`src/rtl/oled_spi_driver.sv`:
```
// SSD1306-style OLED power sequencer and write-only SPI (mode 3) byte serialiser.
// Define OLED_SIM_FAST_EN to shorten every power-up delay to 2 cycles for simulation.
module oled_spi_driver #(
   parameter int CLK_DIV           = 4,
   parameter int VDD_DELAY_CYCLES  = 8,
   parameter int RES_LOW_CYCLES    = 16,
   parameter int RES_HIGH_CYCLES   = 8,
   parameter int VBAT_DELAY_CYCLES = 32
) (
   input  logic       i_clk_x4,
   input  logic       i_rst,
   input  logic       i_cmd_valid,
   output logic       o_cmd_ready,
   input  logic       i_cmd_is_data,
   input  logic [7:0] i_cmd_byte,
   output logic       o_init_done,
   output logic       o_sdin,
   output logic       o_sclk,
   output logic       o_dc,
   output logic       o_res,
   output logic       o_vbat,
   output logic       o_vdd
);

   // state      | meaning
   // S_OFF      | supplies off, one cycle after reset
   // S_VDD_ON   | logic supply on, settling
   // S_RES_LOW  | panel reset asserted
   // S_RES_HIGH | panel reset released, settling
   // S_VBAT_ON  | panel supply on, settling
   // S_IDLE     | ready for a byte
   // S_SHIFT    | serialising a byte, MSB first

   localparam int CNT_W = 16;

`ifdef OLED_SIM_FAST_EN
   localparam int VDD_D  = 2;
   localparam int RL_D   = 2;
   localparam int RH_D   = 2;
   localparam int VBAT_D = 2;
`else
   localparam int VDD_D  = VDD_DELAY_CYCLES;
   localparam int RL_D   = RES_LOW_CYCLES;
   localparam int RH_D   = RES_HIGH_CYCLES;
   localparam int VBAT_D = VBAT_DELAY_CYCLES;
`endif

   // Counter runs from N-1 down to 0, so a zero delay still costs one cycle.
   localparam logic [CNT_W-1:0] VDD_LD  = CNT_W'(((VDD_D  < 1) ? 1 : VDD_D)  - 1);
   localparam logic [CNT_W-1:0] RL_LD   = CNT_W'(((RL_D   < 1) ? 1 : RL_D)   - 1);
   localparam logic [CNT_W-1:0] RH_LD   = CNT_W'(((RH_D   < 1) ? 1 : RH_D)   - 1);
   localparam logic [CNT_W-1:0] VBAT_LD = CNT_W'(((VBAT_D < 1) ? 1 : VBAT_D) - 1);
   localparam logic [CNT_W-1:0] DIV_LD  = CNT_W'(CLK_DIV - 1);

   typedef enum logic [2:0] {
      S_OFF, S_VDD_ON, S_RES_LOW, S_RES_HIGH, S_VBAT_ON, S_IDLE, S_SHIFT
   } state_t;

   state_t           r_state, w_state_nxt;
   logic [CNT_W-1:0] r_cnt, w_cnt_nxt;
   logic [7:0]       r_shift, w_shift_nxt;
   logic [2:0]       r_bit, w_bit_nxt;
   logic             r_phase, w_phase_nxt;
   logic             r_sclk, w_sclk_nxt;
   logic             r_sdin, w_sdin_nxt;
   logic             r_dc, w_dc_nxt;
   logic             w_cnt_zero;
   logic [CNT_W-1:0] w_cnt_dec;

   assign w_cnt_zero = (r_cnt == '0);
   assign w_cnt_dec  = r_cnt - CNT_W'(1);

   always_ff @(posedge i_clk_x4) begin
      if (i_rst) begin
         r_state <= S_OFF;
         r_cnt   <= '0;
         r_shift <= '0;
         r_bit   <= '0;
         r_phase <= 1'b0;
         r_sclk  <= 1'b1;
         r_sdin  <= 1'b0;
         r_dc    <= 1'b0;
      end else begin
         r_state <= w_state_nxt;
         r_cnt   <= w_cnt_nxt;
         r_shift <= w_shift_nxt;
         r_bit   <= w_bit_nxt;
         r_phase <= w_phase_nxt;
         r_sclk  <= w_sclk_nxt;
         r_sdin  <= w_sdin_nxt;
         r_dc    <= w_dc_nxt;
      end
   end

   always_comb begin
      w_state_nxt = r_state;
      w_cnt_nxt   = r_cnt;
      w_shift_nxt = r_shift;
      w_bit_nxt   = r_bit;
      w_phase_nxt = r_phase;
      w_sclk_nxt  = r_sclk;
      w_sdin_nxt  = r_sdin;
      w_dc_nxt    = r_dc;
      case (r_state)
         S_OFF: begin
            w_state_nxt = S_VDD_ON;
            w_cnt_nxt   = VDD_LD;
         end
         S_VDD_ON: begin
            if (w_cnt_zero) begin
               w_state_nxt = S_RES_LOW;
               w_cnt_nxt   = RL_LD;
            end else begin
               w_cnt_nxt = w_cnt_dec;
            end
         end
         S_RES_LOW: begin
            if (w_cnt_zero) begin
               w_state_nxt = S_RES_HIGH;
               w_cnt_nxt   = RH_LD;
            end else begin
               w_cnt_nxt = w_cnt_dec;
            end
         end
         S_RES_HIGH: begin
            if (w_cnt_zero) begin
               w_state_nxt = S_VBAT_ON;
               w_cnt_nxt   = VBAT_LD;
            end else begin
               w_cnt_nxt = w_cnt_dec;
            end
         end
         S_VBAT_ON: begin
            if (w_cnt_zero) begin
               w_state_nxt = S_IDLE;
            end else begin
               w_cnt_nxt = w_cnt_dec;
            end
         end
         S_IDLE: begin
            if (i_cmd_valid) begin
               w_state_nxt = S_SHIFT;
               w_shift_nxt = i_cmd_byte;
               w_dc_nxt    = i_cmd_is_data;
               w_sdin_nxt  = i_cmd_byte[7];
               w_sclk_nxt  = 1'b0;
               w_phase_nxt = 1'b0;
               w_bit_nxt   = 3'd7;
               w_cnt_nxt   = DIV_LD;
            end
         end
         S_SHIFT: begin
            // phase 0 = SCLK low half, phase 1 = SCLK high half of the current bit
            if (!w_cnt_zero) begin
               w_cnt_nxt = w_cnt_dec;
            end else if (!r_phase) begin
               w_sclk_nxt  = 1'b1;
               w_phase_nxt = 1'b1;
               w_cnt_nxt   = DIV_LD;
            end else if (r_bit == 3'd0) begin
               w_state_nxt = S_IDLE;
            end else begin
               w_sclk_nxt  = 1'b0;
               w_sdin_nxt  = r_shift[6];
               w_shift_nxt = {r_shift[6:0], 1'b0};
               w_bit_nxt   = r_bit - 3'd1;
               w_phase_nxt = 1'b0;
               w_cnt_nxt   = DIV_LD;
            end
         end
         default: begin
            w_state_nxt = S_OFF;
         end
      endcase
   end

   assign o_cmd_ready = (r_state == S_IDLE);
   assign o_init_done = (r_state == S_IDLE) || (r_state == S_SHIFT);
   assign o_vdd       = (r_state == S_OFF);
   assign o_res       = (r_state != S_RES_LOW);
   assign o_vbat      = !((r_state == S_VBAT_ON) || o_init_done);
   assign o_sclk      = r_sclk;
   assign o_sdin      = r_sdin;
   assign o_dc        = r_dc;

endmodule

```
`config.mk`:
```
export PLATFORM = sky130hd
export DESIGN_NAME = oled_spi_driver
export DESIGN_NICKNAME = d
export VERILOG_FILES = /design/src/rtl/oled_spi_driver.sv
export SDC_FILE = /design/constraint.sdc
export NUM_CORES = 1
export LEC_CHECK = 0
export BUFFER_PORTS_ARGS = -buffer_cell sky130_fd_sc_hd__buf_4
export CORE_ASPECT_RATIO = 1.75
export CORE_UTILIZATION = 55
export DETAILED_ROUTE_END_ITERATION = 7
export GPL_ROUTABILITY_DRIVEN = 1
export GPL_TIMING_DRIVEN = 0
export PLACE_DENSITY = 0.78
export SLEW_MARGIN = 20
export SYNTH_ARGS = -nofsm -noshare
export SYNTH_HDL_FRONTEND = slang
export SYNTH_SLANG_ARGS = --single-unit
```
`constraint.sdc`:
```
create_clock -name i_clk_x4 -period 4.3 [get_ports i_clk_x4]
set_input_delay 0.645 -clock i_clk_x4 [delete_from_list [all_inputs] [get_ports i_clk_x4]]
set_output_delay 0.645 -clock i_clk_x4 [all_outputs]
set_load 0.05 [all_outputs]
```
==> metrics.csv <==
metric,value,unit
outcome,"finished, final reports clean",
dpl.hpwl,3.728,mm
clock_skew,0.007201,ns
fin_util,66.95,%
via_per_inst,6.398,
synth-simple-area-share,26.64,%
fmax,0.3716,GHz
grt_setup_unrepaired,false,
multi_input_area,1216,µm²
power.switching,463.2,µW
worst_pin_slew,0.6021,ns
endpoint_kind,register,
gr-total-overflow,0,
synthArstFlopShare,0,%
synth-edff-count,0,
required,4.42,ns
crit_chain,inv_1 -> ha_1 -> nor3b_1 -> nand3_1 -> o31ai_1 -> a21oi_1 -> a2111oi_0,
final_nets,291,
reg2regPathDepth,7,
synth_mux_area_share,3.493,%
critPathKind,reg2reg,
syn-instance-count,251,
vias,2060,
fin_tns_setup,0,ns
clk_latency,0.29,ns
area_delta_synth_final,14.60,%
ios,20,
hold_end,o_dc,
ys_warn_count,0,
cpMaxStageDelayCell,nor3b_1,
r2r-start,r_cnt[0],
p_leak,0.8730,nW
p_int,654.3,µW
slew_viol_final,0,
wl,5.096,mm
synth-compound-area-share,27.32,%
clkTransAtPathRegs,0.07,ns
cts_tree,done,
drive_gt1_share,15.52,%
dieArea,3902,µm²
drc_errors,0,
worstPathMaxFanout,8,
post-route-period-util,62.59,%
firstDrtPassIters,4,
path_buf_inv,1,
synth_top_family_by_area,compound AO/OA/AOI/OAI gates,
sw_frac_of_total,41.45,%
synth_fa_ha_area_share,1.871,%
die_w,47.65,µm
ir_drop,0.0003323,V
synth_area,2006,µm²
arrival,2.81,ns
hold_violations,0,
antenna_left,0,
synth_nets,266,
p_comb_share,42.1,%
cts.htree.levels,2,
ys.flop_type,dfxtp_1,
syn_area_per_cell,7.991,µm²
grt_pass1_vias,1892,
nFillCells,325,
wire_per_inst,15.83,µm
placed_area,2197,µm²
reg2reg_slack,1.61,ns
hold_depth,2,
core,3433,µm²
postCtsHoldBufs,0,
cts_resized,0,
die_h,81.89,µm
gp_congestion,0.8766,
cts_setup_buffers,0,
fin_crit,2.691,ns
synth-seq-cells,33,
relSlewSlack,59.77,%
place_ws,1.704,ns
drv_cap,0,
grt_first_pass_wirelength,8.148,mm
clock_sinks,33,
cts_root_buf,clkbuf_8,
crit_cells,7,
critPathTopFamily,simple AND/OR/NAND/NOR gates,
drtIter0Drc,73,
clock_power_share,23.3,%
r2r_end,r_state[1],
clockBufferDepth,2,
final_cells,322,
synth-xor-area-share,1.310,%
regArea,660.6,µm²
dp.cells,314,
finalSetupViolCount,0,
hp-start,o_dc,
cp_slowest_stage_delay,0.54,ns
diodes,0,
antenna_found_initial,0,
stdcell_area,2298,µm²
synth-seq-area-share,32.94,%
final.setup.worst_slack,1.609,ns
num_rows,28,
p_per_area,486.2,nW/µm²
cts_buffers,5,
synth_cell_type_count,53,
io_buffers,18,
grtUsageTotal,28.69,%
start_kind,register,
grt_start_max_net_pins,11,
seqPwrFrac,34.6,%
start_util,58.42,%
hold_path.class,reg2reg,
## logic make-up after synthesis
logic type,count (synthesis)
DFF,33
AOI/OAI and AO/OA,80
xor gates and xnor gates,3
and+or+nand+nor,96
adders and majority gates,3
buffers and inverters,29
muxes,7
## metrics by stage
step	total power [mW]	hold WS, ns
floorplan	0.7478	0.4378
detailed placement	0.8491	0.4540
CTS	1.114	0.4654
finish	1.118	0.4634
global placement	0.8454	0.4475
global route	1.178	0.4962
## flip-flops by register name, indices dropped and copies added, names as in the netlist
| signal | cells |
|---|---|
| o_sdin | 1 |
| r_bit | 3 |
| r_shift | 7 |
| r_phase | 1 |
| o_sclk | 1 |
| r_state | 3 |
| r_cnt | 16 |
| o_dc | 1 |
## power groups by stage
stage / clock network (mW) / logic [mW] / registers (mW)
floorplan: 0 / 0.367 / 0.381
global placement: 0 / 0.455 / 0.391
detailed placement: 0 / 0.457 / 0.392
CTS: 0.265 / 0.465 / 0.385
global route: 0.271 / 0.515 / 0.392
finish: 0.261 / 0.471 / 0.386
## layout make-up
class / count / share of cell area [%]
buffer: 18 / 3.811
clock buffer: 7 / 4.192
clock inverter: 1 / 0.2177
inverter: 11 / 1.796
multi-input combinational: 189 / 52.91
sequential: 33 / 28.74
tap: 45 / 2.450
timing repair buffer: 18 / 5.879
## worst max-delay path by stage
stage,startpoint,to,slack (ns)
after global placement,r_cnt[0],r_state[1],1.73
after detailed placement,r_cnt[0],r_state[1],1.70
final,r_cnt[0],r_state[1],1.61
after global routing,r_cnt[0],r_state[1],1.30
after floorplan,r_cnt[0],r_cnt[11],2.15
after CTS,r_cnt[0],r_state[1],1.62
## cells in the mapped netlist, types with 4 or more instances
| library cell | number | area [µm²] |
|---|---|---|
| o31ai_1 | 4 | 30.03 |
| a21oi_1 | 22 | 110.1 |
| inv_1 | 11 | 41.29 |
| a31oi_1 | 12 | 75.07 |
| o21ai_0 | 10 | 50.05 |
| nand4_1 | 14 | 87.58 |
| dfxtp_1 | 33 | 660.6 |
| or3_1 | 7 | 43.79 |
| nand3_1 | 5 | 25.02 |
| nor2_1 | 13 | 48.80 |
| clkbuf_1 | 11 | 41.29 |
| a311oi_1 | 9 | 78.83 |
| buf_2 | 4 | 20.02 |
| nor3_1 | 10 | 50.05 |
| a211oi_1 | 4 | 30.03 |
| mux2i_1 | 7 | 70.07 |
| nand2_1 | 21 | 78.83 |
## layer usage
| metal | share of wire [%] | routed length [µm] | vias to the layer above | global-route usage, % |
|---|---|---|---|---|
| li1 | - | - | 1012 | - |
| met1 | 39 | 1983 | 972 | 29.15 |
| met2 | 54 | 2743 | 63 | 51.64 |
| met3 | 4.0 | 205 | 13 | 5.934 |
| met4 | 3.2 | 163 | 0 | 14.72 |
| met5 | 0 | 0 | - | 0 |
## cells in the final DEF, fill, tap and decap left out, types with 9 or more instances in the layout
cell type  instances
nand2_1           21
inv_1             11
dfxtp_1           33
buf_4             18
clkbuf_1          11
a311oi_1           9
o21ai_0           10
a21oi_1           22
nand4_1           14
nor3_1            10
nor2_1            13
a31oi_1           12
## worst register-to-register path, cell delays in order, from the launching register on
cell       delay (ns)
dfxtp_1          0.33
inv_1            0.08
ha_1             0.24
nor3b_1          0.54
nand3_1          0.42
o31ai_1          0.34
a21oi_1          0.09
a2111oi_0        0.49
Power figures use the tool's default switching activity.
